<file path="config.mk">
export PLATFORM = sky130hd
export DESIGN_NAME = spi_host_wrap
export DESIGN_NICKNAME = d
export VERILOG_FILES = /design/src/rtl/spi_host_wrap.sv
export SDC_FILE = /design/constraint.sdc
export NUM_CORES = 1
export LEC_CHECK = 0
export CORE_AREA = 2 2 177 136
export CTS_CLUSTER_DIAMETER = 120
export DETAILED_ROUTE_END_ITERATION = 8
export DIE_AREA = 0 0 179 138
export PLACE_DENSITY = 0.64
export SYNTH_ARGS = -nofsm -noshare
export SYNTH_HDL_FRONTEND = slang
export SYNTH_SLANG_ARGS = --single-unit
export TNS_END_PERCENT = 1
</file>
<file path="constraint.sdc">
create_clock -name i_clk -period 2.5 [get_ports i_clk]
set_input_delay 0.5 -clock i_clk [delete_from_list [all_inputs] [get_ports i_clk]]
set_output_delay 0.5 -clock i_clk [all_outputs]
set_load 0.05 [all_outputs]
</file>
<file path="src/rtl/spi_host_wrap.sv">
// Memory-mapped SPI master on ids_bus. Mode 0, MSB first, 8/16/32-bit transfers.
// Software loads TXDATA, sets start in CTRL, polls STATUS and then reads RXDATA.
`timescale 1ns/1ps
module spi_host_wrap #(
  parameter logic [31:0] SPI_CTRL    = 32'h8000_0010,
  parameter logic [31:0] SPI_STAT    = 32'h8000_0014,
  parameter logic [31:0] SPI_TX      = 32'h8000_0018,
  parameter logic [31:0] SPI_RX      = 32'h8000_001C,
  parameter logic [31:0] SPI_DIV     = 32'h8000_0020,
  parameter logic [15:0] DEFAULT_DIV = 16'd4
) (
  input  logic        i_clk,
  input  logic        i_rst_n,
  input  logic [31:0] i_spih_addr,
  input  logic        i_spih_write,
  input  logic        i_spih_read,
  input  logic [3:0]  i_spih_size,
  input  logic [31:0] i_spih_din,
  output logic [31:0] o_spih_dout,
  output logic        o_sclk,
  output logic        o_cs,
  output logic        o_mosi,
  input  logic        i_miso
);

  typedef enum logic [2:0] {IDLE, LEAD, HIGH, LOW, TRAIL} state_t;

  state_t      state_reg, state_next;
  logic [15:0] cnt_reg, cnt_next;
  logic [5:0]  bits_reg, bits_next;
  logic [31:0] tx_shift_reg, tx_shift_next;
  logic [31:0] rx_shift_reg, rx_shift_next;
  logic [31:0] tx_data_reg, tx_data_next;
  logic [31:0] rx_data_reg, rx_data_next;
  logic [15:0] div_reg, div_next;
  logic        rx_valid_reg, rx_valid_next;
  logic        hold_cs_reg, hold_cs_next;
  logic [1:0]  len_reg, len_next;
  logic        sclk_reg, sclk_next;
  logic        cs_reg, cs_next;
  logic        mosi_reg, mosi_next;
  logic [31:0] dout_reg, dout_next;
  logic [1:0]  miso_sync_reg;

  logic        busy;
  logic        wr_en;
  logic [5:0]  start_bits;
  logic [31:0] tx_aligned;

  assign busy  = (state_reg != IDLE);
  assign wr_en = i_spih_write && (i_spih_size != 4'd0);

  // Bit count and left-aligned shift image for a start issued with this CTRL word
  always_comb begin
    start_bits = 6'd32;
    tx_aligned = tx_data_reg;
    case (i_spih_din[2:1])
      2'd0: begin
        start_bits = 6'd8;
        tx_aligned = {tx_data_reg[7:0], 24'd0};
      end
      2'd1: begin
        start_bits = 6'd16;
        tx_aligned = {tx_data_reg[15:0], 16'd0};
      end
      default: begin
        start_bits = 6'd32;
        tx_aligned = tx_data_reg;
      end
    endcase
  end

  always_comb begin
    state_next    = state_reg;
    cnt_next      = cnt_reg;
    bits_next     = bits_reg;
    tx_shift_next = tx_shift_reg;
    rx_shift_next = rx_shift_reg;
    tx_data_next  = tx_data_reg;
    rx_data_next  = rx_data_reg;
    div_next      = div_reg;
    rx_valid_next = rx_valid_reg;
    hold_cs_next  = hold_cs_reg;
    len_next      = len_reg;
    sclk_next     = sclk_reg;
    cs_next       = cs_reg;
    mosi_next     = mosi_reg;
    dout_next     = dout_reg;

    if (wr_en && i_spih_addr == SPI_TX)
      tx_data_next = i_spih_din;
    if (wr_en && i_spih_addr == SPI_DIV && !busy)
      div_next = i_spih_din[15:0];
    // CTRL is ignored entirely while a transfer is running
    if (wr_en && i_spih_addr == SPI_CTRL && !busy) begin
      len_next     = i_spih_din[2:1];
      hold_cs_next = i_spih_din[3];
      if (i_spih_din[0]) begin
        state_next    = LEAD;
        cnt_next      = div_reg;
        bits_next     = start_bits;
        tx_shift_next = tx_aligned;
        rx_shift_next = 32'd0;
        cs_next       = 1'b0;
        mosi_next     = tx_aligned[31];
        sclk_next     = 1'b0;
      end else if (!i_spih_din[3]) begin
        cs_next = 1'b1;
      end
    end

    if (i_spih_read) begin
      case (i_spih_addr)
        SPI_CTRL: dout_next = {28'd0, hold_cs_reg, len_reg, 1'b0};
        SPI_STAT: dout_next = {30'd0, rx_valid_reg, busy};
        SPI_TX:   dout_next = tx_data_reg;
        SPI_RX: begin
          dout_next     = rx_data_reg;
          rx_valid_next = 1'b0;
        end
        SPI_DIV:  dout_next = {16'd0, div_reg};
        default:  dout_next = 32'd0;
      endcase
    end

    // Completion below overrides a same-cycle read clear of rx_valid
    case (state_reg)
      LEAD, LOW: begin
        if (cnt_reg == 16'd0) begin
          state_next = HIGH;
          cnt_next   = div_reg;
          sclk_next  = 1'b1;
        end else begin
          cnt_next = cnt_reg - 16'd1;
        end
      end
      HIGH: begin
        if (cnt_reg == 16'd0) begin
          rx_shift_next = {rx_shift_reg[30:0], miso_sync_reg[1]};
          bits_next     = bits_reg - 6'd1;
          cnt_next      = div_reg;
          sclk_next     = 1'b0;
          if (bits_reg == 6'd1) begin
            state_next = TRAIL;
          end else begin
            state_next    = LOW;
            tx_shift_next = {tx_shift_reg[30:0], 1'b0};
            mosi_next     = tx_shift_reg[30];
          end
        end else begin
          cnt_next = cnt_reg - 16'd1;
        end
      end
      TRAIL: begin
        if (cnt_reg == 16'd0) begin
          state_next    = IDLE;
          rx_data_next  = rx_shift_reg;
          rx_valid_next = 1'b1;
          cs_next       = ~hold_cs_reg;
        end else begin
          cnt_next = cnt_reg - 16'd1;
        end
      end
      default: ;
    endcase
  end

  always_ff @(posedge i_clk or negedge i_rst_n) begin
    if (!i_rst_n) begin
      state_reg     <= IDLE;
      cnt_reg       <= 16'd0;
      bits_reg      <= 6'd0;
      tx_shift_reg  <= 32'd0;
      rx_shift_reg  <= 32'd0;
      tx_data_reg   <= 32'd0;
      rx_data_reg   <= 32'd0;
      div_reg       <= DEFAULT_DIV;
      rx_valid_reg  <= 1'b0;
      hold_cs_reg   <= 1'b0;
      len_reg       <= 2'd0;
      sclk_reg      <= 1'b0;
      cs_reg        <= 1'b1;
      mosi_reg      <= 1'b0;
      dout_reg      <= 32'd0;
      miso_sync_reg <= 2'd0;
    end else begin
      state_reg     <= state_next;
      cnt_reg       <= cnt_next;
      bits_reg      <= bits_next;
      tx_shift_reg  <= tx_shift_next;
      rx_shift_reg  <= rx_shift_next;
      tx_data_reg   <= tx_data_next;
      rx_data_reg   <= rx_data_next;
      div_reg       <= div_next;
      rx_valid_reg  <= rx_valid_next;
      hold_cs_reg   <= hold_cs_next;
      len_reg       <= len_next;
      sclk_reg      <= sclk_next;
      cs_reg        <= cs_next;
      mosi_reg      <= mosi_next;
      dout_reg      <= dout_next;
      miso_sync_reg <= {miso_sync_reg[0], i_miso};
    end
  end

  assign o_spih_dout = dout_reg;
  assign o_sclk      = sclk_reg;
  assign o_cs        = cs_reg;
  assign o_mosi      = mosi_reg;

endmodule

</file>
# After elaboration in Yosys (flattened, before gate mapping)
# Index checks and enable logic that the tools add are counted.
# word_totals
regBits	210
latchBits	0
ramBits	0
rom_bits	0
input_bits	73
n_memories	0
# classes
n_addsub	2
n_mul	0
div	0
order_cmp	0
eq_ne	11
shift	0
muxes	47
bitwise	1
n_reduce_logical	14
# op_table
operator	count
32-bit 2-to-1 mux	9
32-bit == test (second input constant)	5
32-bit case mux with 5 select lines	1
16-bit 2-to-1 mux	4
32-bit case mux with 2 select lines	1
16-bit case mux with 2 select lines	1
6-bit 2-to-1 mux	4
1-bit 2-to-1 mux	18
3-bit 2-to-1 mux	6
16-bit zero test	1
16-bit by 1-bit subtractor with 16-bit output (second input constant)	1
6-bit case mux with 2 select lines	1
3-bit case mux with 3 select lines	1
3-bit by 2-bit == test with 1-bit output (second input constant)	2
6-bit by 1-bit == test with 1-bit output (second input constant)	1
1-bit logical AND	6
6-bit by 1-bit subtractor with 6-bit output (second input constant)	1
4-bit nonzero test	1
3-bit by 1-bit == test with 1-bit output (second input constant)	1
3-bit == test (second input constant)	1
3-bit nonzero test	1
3-bit OR reduction	1
2-bit by 1-bit == test with 1-bit output (second input constant)	1
2-bit zero test	1
other kinds (5)	5

# Depth between registers and ports, before layout
# Gate-level depths: netlist (run 1).
# logic_depth
ltp_word	8
depth_mapped	9
depth_no_buf	7

# Worst setup path before layout (run 1)
# Ideal clock, no wire load.
# synth_path
path_kind	input -> register
start	input i_spih_addr[13]
end	register mosi_reg (netlist: o_mosi)
t_arrival_ns	2.205
t_required_ns	2.375
setup_slack_ns	0.170
stages	6
cell_sequence	nor4_2 -> nand3_1 -> nor4_2 -> buf_4 -> mux2_2 -> mux2_2
# synth_via
elab_chain_cells	7
# synth_rtl
item	line	source
from (decl)	14	input logic [31:0] i_spih_addr,
32-bit == test (*)	95	if (wr_en && i_spih_addr == SPI_CTRL && !busy) begin
1-bit logical AND (*) (2 in series)	95	
1-bit 2-to-1 mux (*)	95	
1-bit 2-to-1 mux	143	if (bits_reg == 6'd1) begin
1-bit 2-to-1 mux	138	if (cnt_reg == 16'd0) begin
1-bit 2-to-1 mux (*)	127	case (state_reg)
via mosi_next	41	logic mosi_reg, mosi_next;
to (signal assigned)	200	mosi_reg <= mosi_next;
to (decl)	41	
# The timed path passes the listed nets; every way through them passes the cells marked *.
# A chain may end at the register's enable or synchronous reset.

# Worst setup path in the final report (run 1)
# layout_path
start	input i_spih_addr[29]
end	register tx_shift_reg[28]
# layout_via
elab_chain_cells	7
# layout_rtl
item	line	source
32-bit == test (*)	95	
1-bit logical AND (*) (2 in series)	95	
32-bit 2-to-1 mux (*)	95	
32-bit 2-to-1 mux	143	
32-bit 2-to-1 mux	138	
32-bit 2-to-1 mux (*)	127	
via tx_shift_next[28]	31	logic [31:0] tx_shift_reg, tx_shift_next;
to (signal assigned)	190	tx_shift_reg <= tx_shift_next;
to (decl)	31	
# Marks and branches as above.

==> flow_metrics.py, run 1 <==
metrics = {
    "outcome": {
        "status": "finished, violations left",
        "violations": "hold timing",
    },
    "clock_tree": {
        "clkSinkCount": 209,
        "cts_tree": "done",
        "numCtsBuffers": 23,
        "cts_hold_buf": 0,
        "cts.htree.levels": 1,
        "clk_pin_slew_worst_paths_ps": 60,
        "cts_root_buffer": "clkbuf_16",
        "clock_path_buffers": 3,
        "clock_latency_ps": 530,
    },
    "worst_setup_path": {
        "critPathLaunchType": "primary input",
        "r2r_start": "cnt_reg[9]",
        "path_cells": "clkdlybuf4s50_1 -> nor4_1 -> nand4_1 -> buf_4 -> nor4_4 -> buf_12 -> mux2_2 -> mux2_4",
        "required_ps": 2890,
        "critPathLaunch": "i_spih_addr[29]",
        "worst-r2r-cell-count": 7,
        "crit_fanout": 22,
        "cpPeakStageDelay_ps": 430,
        "worstPathArrival_ps": 2770,
        "endpoint": "tx_shift_reg[28]",
        "reg2reg_slack_ps": 270,
        "critPathSlowestCell": "clkdlybuf4s50_1",
        "r2r-end": "tx_shift_reg[20]",
        "crit_type": "primary input to flop",
        "critPathCaptureType": "flop",
    },
    "pwr": {
        "clkPwrFrac_pct": 48.1,
        "sw_frac_of_total_pct": 22.43,
        "seq_power_share_pct": 47.7,
        "leakage_nw": 5.767,
        "pwr-share-comb_pct": 4.2,
        "p_int_mw": 5.504,
        "netSwitchingPower_mw": 1.592,
        "powerDensity_mw_per_mm2": 556.2,
        "ir_drop_mv": 0.3396,
        "power_mw": 7.096,
    },
    "global_route": {
        "grt.overflow.total": 0,
        "track_usage_pct": 21.55,
        "grt_antenna_before_repair": 0,
        "grt_pass1_vias": 7526,
        "grt_max_degree": 67,
        "grt_pass1_wl_mm": 42.00,
    },
    "logic_synthesis": {
        "synth_edf_count": 0,
        "ys_types": 59,
        "async_flop_share_pct": 100.0,
        "ys.flop_type": "dfrtp_1",
        "ys_ff_latch": 209,
        "syn-cell-area_sq_mm": 0.01016,
        "syn-num-nets": 943,
        "yosysWarnings": 0,
        "syn_inst": 866,
        "yosysSeqAreaShare_pct": 51.52,
        "syn-mean-instance-area_sq_um": 11.73,
    },
    "cells_and_area": {
        "synthToLayoutAreaGrowth_pct": 25.61,
        "final_cell_mix": "dfrtp_1, mux2_2, clkdlybuf4s50_1",
        "final_common_cell": "dfrtp_1",
        "fin_cells": 1333,
        "nFillCells": 2010,
        "postLayoutCellArea_sq_mm": 0.01276,
        "seqCellArea_sq_mm": 0.005233,
        "multi_input_area_sq_mm": 0.004498,
        "fin_nets": 1087,
        "n_antenna_cell": 0,
        "post-route-util_pct": 54.90,
        "drive_gt1_share_pct": 25.71,
    },
    "timing": {
        "tightest_slew_ps": 584.0,
        "finalCriticalPeriod_ps": 2377,
        "hold_slack_ps": -7.080,
        "layout_worst_path_cycle_share_pct": 95.08,
        "max_slew_margin_pct": 61.07,
        "fin_ws_ps": 123.0,
        "finalHoldViolCount": 1,
        "slew_violations": 0,
        "setup_violations": 0,
        "rsz0062_at_grt": "false",
        "fmax_mhz": 420.7,
        "clock_skew_ps": 21.92,
    },
    "job": {
        "cap_violations": 0,
    },
    "routing": {
        "wl_per_cell_um": 19.69,
        "firstDrtPassIters": 5,
        "antenna_left": 0,
        "drtIter0Drc": 474,
        "vias_per_cell": 5.577,
        "drcViolationCount": 0,
        "finalWirelength_mm": 26.25,
        "num_vias": 7434,
    },
    "floorplan": {
        "io_pins": 108,
        "die_h_um": 138,
        "dieWidth_um": 179,
        "die_area_sq_mm": 0.02470,
        "rows": 49,
        "initial_core_util_pct": 43.71,
        "core_sq_mm": 0.02324,
    },
    "placed_design": {
        "pre_cts_slack_ps": -455.1,
        "post_dp_cell_area_sq_mm": 0.01199,
        "hpwl_mm": 18.11,
        "port_buffers": 107,
        "placed_cells": 1290,
        "gp_congestion": 0.8646,
    },
    "hold_path": {
        "min_path_type": "primary input to asynchronous set/reset pin",
    },
}
==> what timing repair did <==
item / 4_1_cts / 5_1_grt
setup buffers: 0 / 1
resized for setup: 0 / 1
setup endpoints to repair: 0 / 47
==> cell families (layout without fill, tap and decap cells) <==
kind of cell | after synthesis | in the layout | synth area share [%]
xor gates and xnor gates | 12 | 12 | 1.035
buffers and inverters | 102 | 263 | 4.349
DFF | 209 | 209 | 51.52
muxes | 203 | 203 | 22.62
AOI/OAI and AO/OA | 158 | 158 | 10.89
and+or+nand+nor | 178 | 178 | 9.092
adders and majority gates | 4 | 4 | 0.4928
==> layout make-up <==
type                    instances  area share, %
clock inverters                 7         0.6767
flip-flops and latches        209          41.02
inverters                      49          1.442
multi-input cells             555          35.26
well taps                     306          3.001
repair buffers                172          13.35
clock buffers                  35          5.257
==> per-layer routing <==
layer	GRT usage [%]	vias up	wire, um	part of all wire, %
met5	0	-	0	0
met4	4.664	0	435	1.7
met3	3.218	34	1352	5.2
met2	31.15	167	11410	43
met1	34.10	3790	13050	50
li1	-	3443	-	-
==> worst min-delay path by stage <==
stage,from,end,cells past startpoint
4_1_cts,i_rst_n,o_spih_dout[28],1
6_report,i_rst_n,miso_sync_reg[0],1
2_1_floorplan,i_rst_n,bits_reg[0],0
3_3_place_gp,miso_sync_reg[0],miso_sync_reg[1],0
5_1_grt,i_rst_n,miso_sync_reg[0],1
3_5_place_dp,miso_sync_reg[0],miso_sync_reg[1],0
==> critical path: cells and delay by family <==
| kind | cells | cell delay [ps] |
|---|---|---|
| multiplexers | 2 | 610 |
| AND/OR/NAND/NOR | 3 | 800 |
| buffers and inverters | 3 | 850 |
==> power groups by stage <==
| stage | sequential [mW] | combinational [mW] | clock, mW |
|---|---|---|---|
| final | 3.38 | 0.301 | 3.41 |
| after global routing | 3.38 | 0.330 | 3.62 |
| after CTS | 3.38 | 0.308 | 3.45 |
| after detailed placement | 3.45 | 0.307 | 0 |
| after global placement | 3.45 | 0.305 | 0 |
| after floorplan | 3.45 | 0.0582 | 0 |
==> cells in the mapped netlist (all sizes together) (3+ instances only) <==
master	instances	area, sq um
inv	49	183.9
or3	3	18.77
clkbuf	31	116.4
a21boi	5	37.54
a22o	33	289.0
a21oi	6	30.03
ha	4	50.05
a31oi	3	18.77
o31ai	4	30.03
xor2	4	35.03
o221ai	4	35.03
nand2b	3	18.77
dfrtp	207	5180
nor4	12	108.9
nor2	22	82.58
buf	22	141.4
and4	4	35.03
a22oi	16	120.1
nor2b	4	25.02
xnor2	8	70.07
o21ai	47	235.2
o22ai	17	106.4
nand2	59	229.0
nand3	28	140.1
mux2i	51	510.5
mux2	152	1787
nor3	12	60.06
a221o	5	50.05
nand4	12	75.07
and2	9	56.30
==> through the flow <==
step | hold slack [ps] | setup TNS [ps]
CTS | 5.769 | 0
global placement | 352.2 | -37910
detailed placement | 340.9 | -43040
finish | -7.080 | 0
global route | 14.50 | 0
floorplan | 204.4 | 0
(Power assumes the default switching activity.)
==> run 2, diff against run 1 <==
--- a/config.mk
+++ b/config.mk
@@ -5,10 +5,11 @@
 export SDC_FILE = /design/constraint.sdc
 export NUM_CORES = 1
 export LEC_CHECK = 0
-export CORE_AREA = 2 2 177 136
+export ABC_AREA = 1
+export CORE_AREA = 2 2 181 139
 export CTS_CLUSTER_DIAMETER = 120
 export DETAILED_ROUTE_END_ITERATION = 8
-export DIE_AREA = 0 0 179 138
+export DIE_AREA = 0 0 183 141
 export PLACE_DENSITY = 0.64
 export SYNTH_ARGS = -nofsm -noshare
 export SYNTH_HDL_FRONTEND = slang
==> flow_metrics.py, run 2 <==
metrics = {
    "outcome": {
        "status": "finished clean",
    },
    "clock_tree": {
        "clkSinkCount": 209,
        "clock_latency_ps": 530,
        "clock_path_buffers": 3,
        "clk_pin_slew_worst_paths_ps": 60,
        "cts.htree.levels": 1,
        "post_cts_buffers": 0,
        "numCtsBuffers": 22,
        "cts_tree": "done",
        "cts_root_buffer": "clkbuf_16",
    },
    "placed_design": {
        "hpwl_mm": 21.63,
        "port_buffers": 107,
        "placed_cells": 1755,
        "gp_congestion": 0.9218,
    },
    "global_route": {
        "grt_antenna_before_repair": 0,
        "track_usage_pct": 23.57,
        "grt_max_degree": 55,
        "grt_pass1_vias": 8841,
        "grt.overflow.total": 0,
        "grt_pass1_wl_mm": 48.45,
    },
    "logic_synthesis": {
        "yosysSeqAreaShare_pct": 49.26,
        "syn-mean-instance-area_sq_um": 7.839,
        "yosys.area_share.adder_pct": 0.4712,
        "yosys.area_share.xor_xnor_pct": 0.9071,
        "synth_top_family_by_area": "simple AND/OR/NAND/NOR gates",
        "ys_types": 41,
        "yosys.area_share.simple_pct": 27.52,
        "synth_top_cell_area_share_pct": 48.77,
        "ys_ff_latch": 209,
        "synth_edf_count": 0,
        "yosysMostFrequentCell": "nand2_1",
        "yosysWarnings": 0,
        "synthTopCellsByArea": "dfrtp_1, nand2_1, inv_1",
        "synth_largest_area_cell": "dfrtp_1",
        "synth.area.mux_share_pct": 0,
        "syn-num-nets": 1432,
        "synth_compound_area_share_pct": 12.23,
        "ys.flop_type": "dfrtp_1",
        "async_flop_share_pct": 100.0,
        "synthTopCellsByCount": "nand2_1, dfrtp_1, inv_1",
        "syn_inst": 1355,
        "syn-cell-area_sq_mm": 0.01062,
    },
    "timing": {
        "finalHoldViolCount": 0,
        "layout_worst_path_cycle_share_pct": 94.26,
        "slew_violations": 0,
        "setup-tns-final_ps": 0,
        "finalCriticalPeriod_ps": 2357,
        "tightest_slew_ps": 824.7,
        "fmax_mhz": 424.4,
        "rsz0062_at_grt": "false",
        "clock_skew_ps": 25.03,
        "setup_violations": 0,
        "max_slew_margin_pct": 44.81,
    },
    "worst_setup_path": {
        "critPathCaptureType": "output port",
        "critPathSlowestCell": "clkdlybuf4s50_1",
        "reg2reg_slack_ps": 300,
        "cp_num_buf_inv": 1,
        "path_cells": "clkdlybuf4s50_1",
        "cpPeakStageDelay_ps": 810,
        "r2r_start": "cnt_reg[0]",
        "r2r-end": "tx_shift_reg[1]",
        "crit_fanout": 2,
        "crit_type": "flop to output port",
        "worstPathArrival_ps": 1860,
        "critPathLaunchType": "flop",
        "worst-r2r-cell-count": 11,
        "cp_top_family": "buffers and inverters",
        "required_ps": 2000,
    },
    "cells_and_area": {
        "post-route-util_pct": 53.30,
        "seqCellArea_sq_mm": 0.005233,
        "synthToLayoutAreaGrowth_pct": 21.82,
        "fin_nets": 1545,
        "multi_input_area_sq_mm": 0.004368,
        "final_cell_mix": "nand2_1, dfrtp_1, inv_1",
        "n_antenna_cell": 0,
        "final_common_cell": "nand2_1",
        "fin_cells": 1795,
        "nFillCells": 2311,
        "drive_gt1_share_pct": 9.373,
    },
    "pwr": {
        "leakage_nw": 6.226,
        "sw_frac_of_total_pct": 22.38,
        "p_int_mw": 5.472,
        "ir_drop_mv": 0.4054,
        "pwr-share-comb_pct": 4.4,
        "clkPwrFrac_pct": 47.6,
        "powerDensity_mw_per_mm2": 544.9,
        "netSwitchingPower_mw": 1.577,
        "seq_power_share_pct": 48.0,
    },
    "routing": {
        "wl_per_cell_um": 16.68,
        "finalWirelength_mm": 29.94,
        "num_vias": 9290,
        "drtIter0Drc": 745,
        "drcViolationCount": 0,
        "firstDrtPassIters": 5,
        "antenna_left": 0,
        "vias_per_cell": 5.175,
    },
    "floorplan": {
        "rows": 50,
        "core_sq_mm": 0.02427,
        "initial_core_util_pct": 43.76,
        "io_pins": 108,
        "dieWidth_um": 183,
        "die_area_sq_mm": 0.02580,
        "die_h_um": 141,
    },
    "job": {
        "cap_violations": 0,
    },
    "hold_path": {
        "min_path_type": "flop to flop",
        "whs_path_depth": 0,
        "whs_endpoint": "miso_sync_reg[1]",
        "min_from": "miso_sync_reg[0]",
    },
}
[run 2: cell count changes after synthesis, sizes merged, moves of 34 or more]
cell	previous run	this run
o211ai	1	35
nor2	22	112
mux2i	51	0
nand3	28	120
inv	49	187
nand2	59	394
o21ai	47	144
mux2	152	0
[run 2: repair_timing]
action	in CTS	in global routing
endpoints found under the hold margin	34	0
hold buffers	1	0
gates resized for setup	0	0
[run 2: cell families after synthesis]
family / after synthesis
xor+xnor: 11
flops: 209
simple gates: 653
buf+inv: 250
compound gates: 228
fa+ha+maj: 4
[run 2: layer usage]
metal,part of all wire (%),global-route usage (%),up-vias
li1,-,-,4560
met3,6.8,4.288,38
met1,49,36.44,4434
met5,0,0,-
met4,2.0,4.758,0
met2,42,34.51,258
[run 2: worst max path at each step]
stage,depth (start not counted),startpoint,end,slack [ps]
after detailed placement,10,i_spih_addr[9],rx_shift_reg[12],100
after global placement,10,i_spih_addr[9],rx_shift_reg[12],130
after floorplan,11,i_spih_addr[9],tx_shift_reg[1],700
after global routing,9,state_reg[0],cnt_reg[8],90
final,1,o_cs,o_cs,140
after CTS,1,o_cs,o_cs,130
[run 2: power groups by stage]
stage                     clock, mW  sequential, mW  combinational (mW)
after floorplan                   0            3.45              0.0690
after global placement            0            3.45               0.311
after detailed placement          0            3.45               0.312
after CTS                      3.42            3.39               0.315
after global routing           3.53            3.38               0.341
final                          3.36            3.39               0.309
[run 2: cell type report]
| cell class | count | share of cell area [%] |
|---|---|---|
| Multi-Input combinational cell | 896 | 33.76 |
| Tap cell | 312 | 3.017 |
| Timing Repair Buffer | 149 | 11.63 |
| Sequential cell | 209 | 40.44 |
| Clock inverter | 8 | 0.8026 |
| Clock buffer | 31 | 4.825 |
| Inverter | 190 | 5.522 |
[run 2: through the flow]
stage | setup WS (ps) | total power, mW | hold slack, ps | instance area (sq um)
floorplan | 698.9 | 3.522 | 204.4 | 10620
CTS | 128.2 | 7.117 | 355.5 | 12940
finish | 143.5 | 7.050 | 355.4 | 12940
global route | 90.91 | 7.252 | 358.8 | 12940
detailed placement | 97.39 | 3.761 | 341.1 | 12200
global placement | 131.6 | 3.760 | 336.2 | 12200
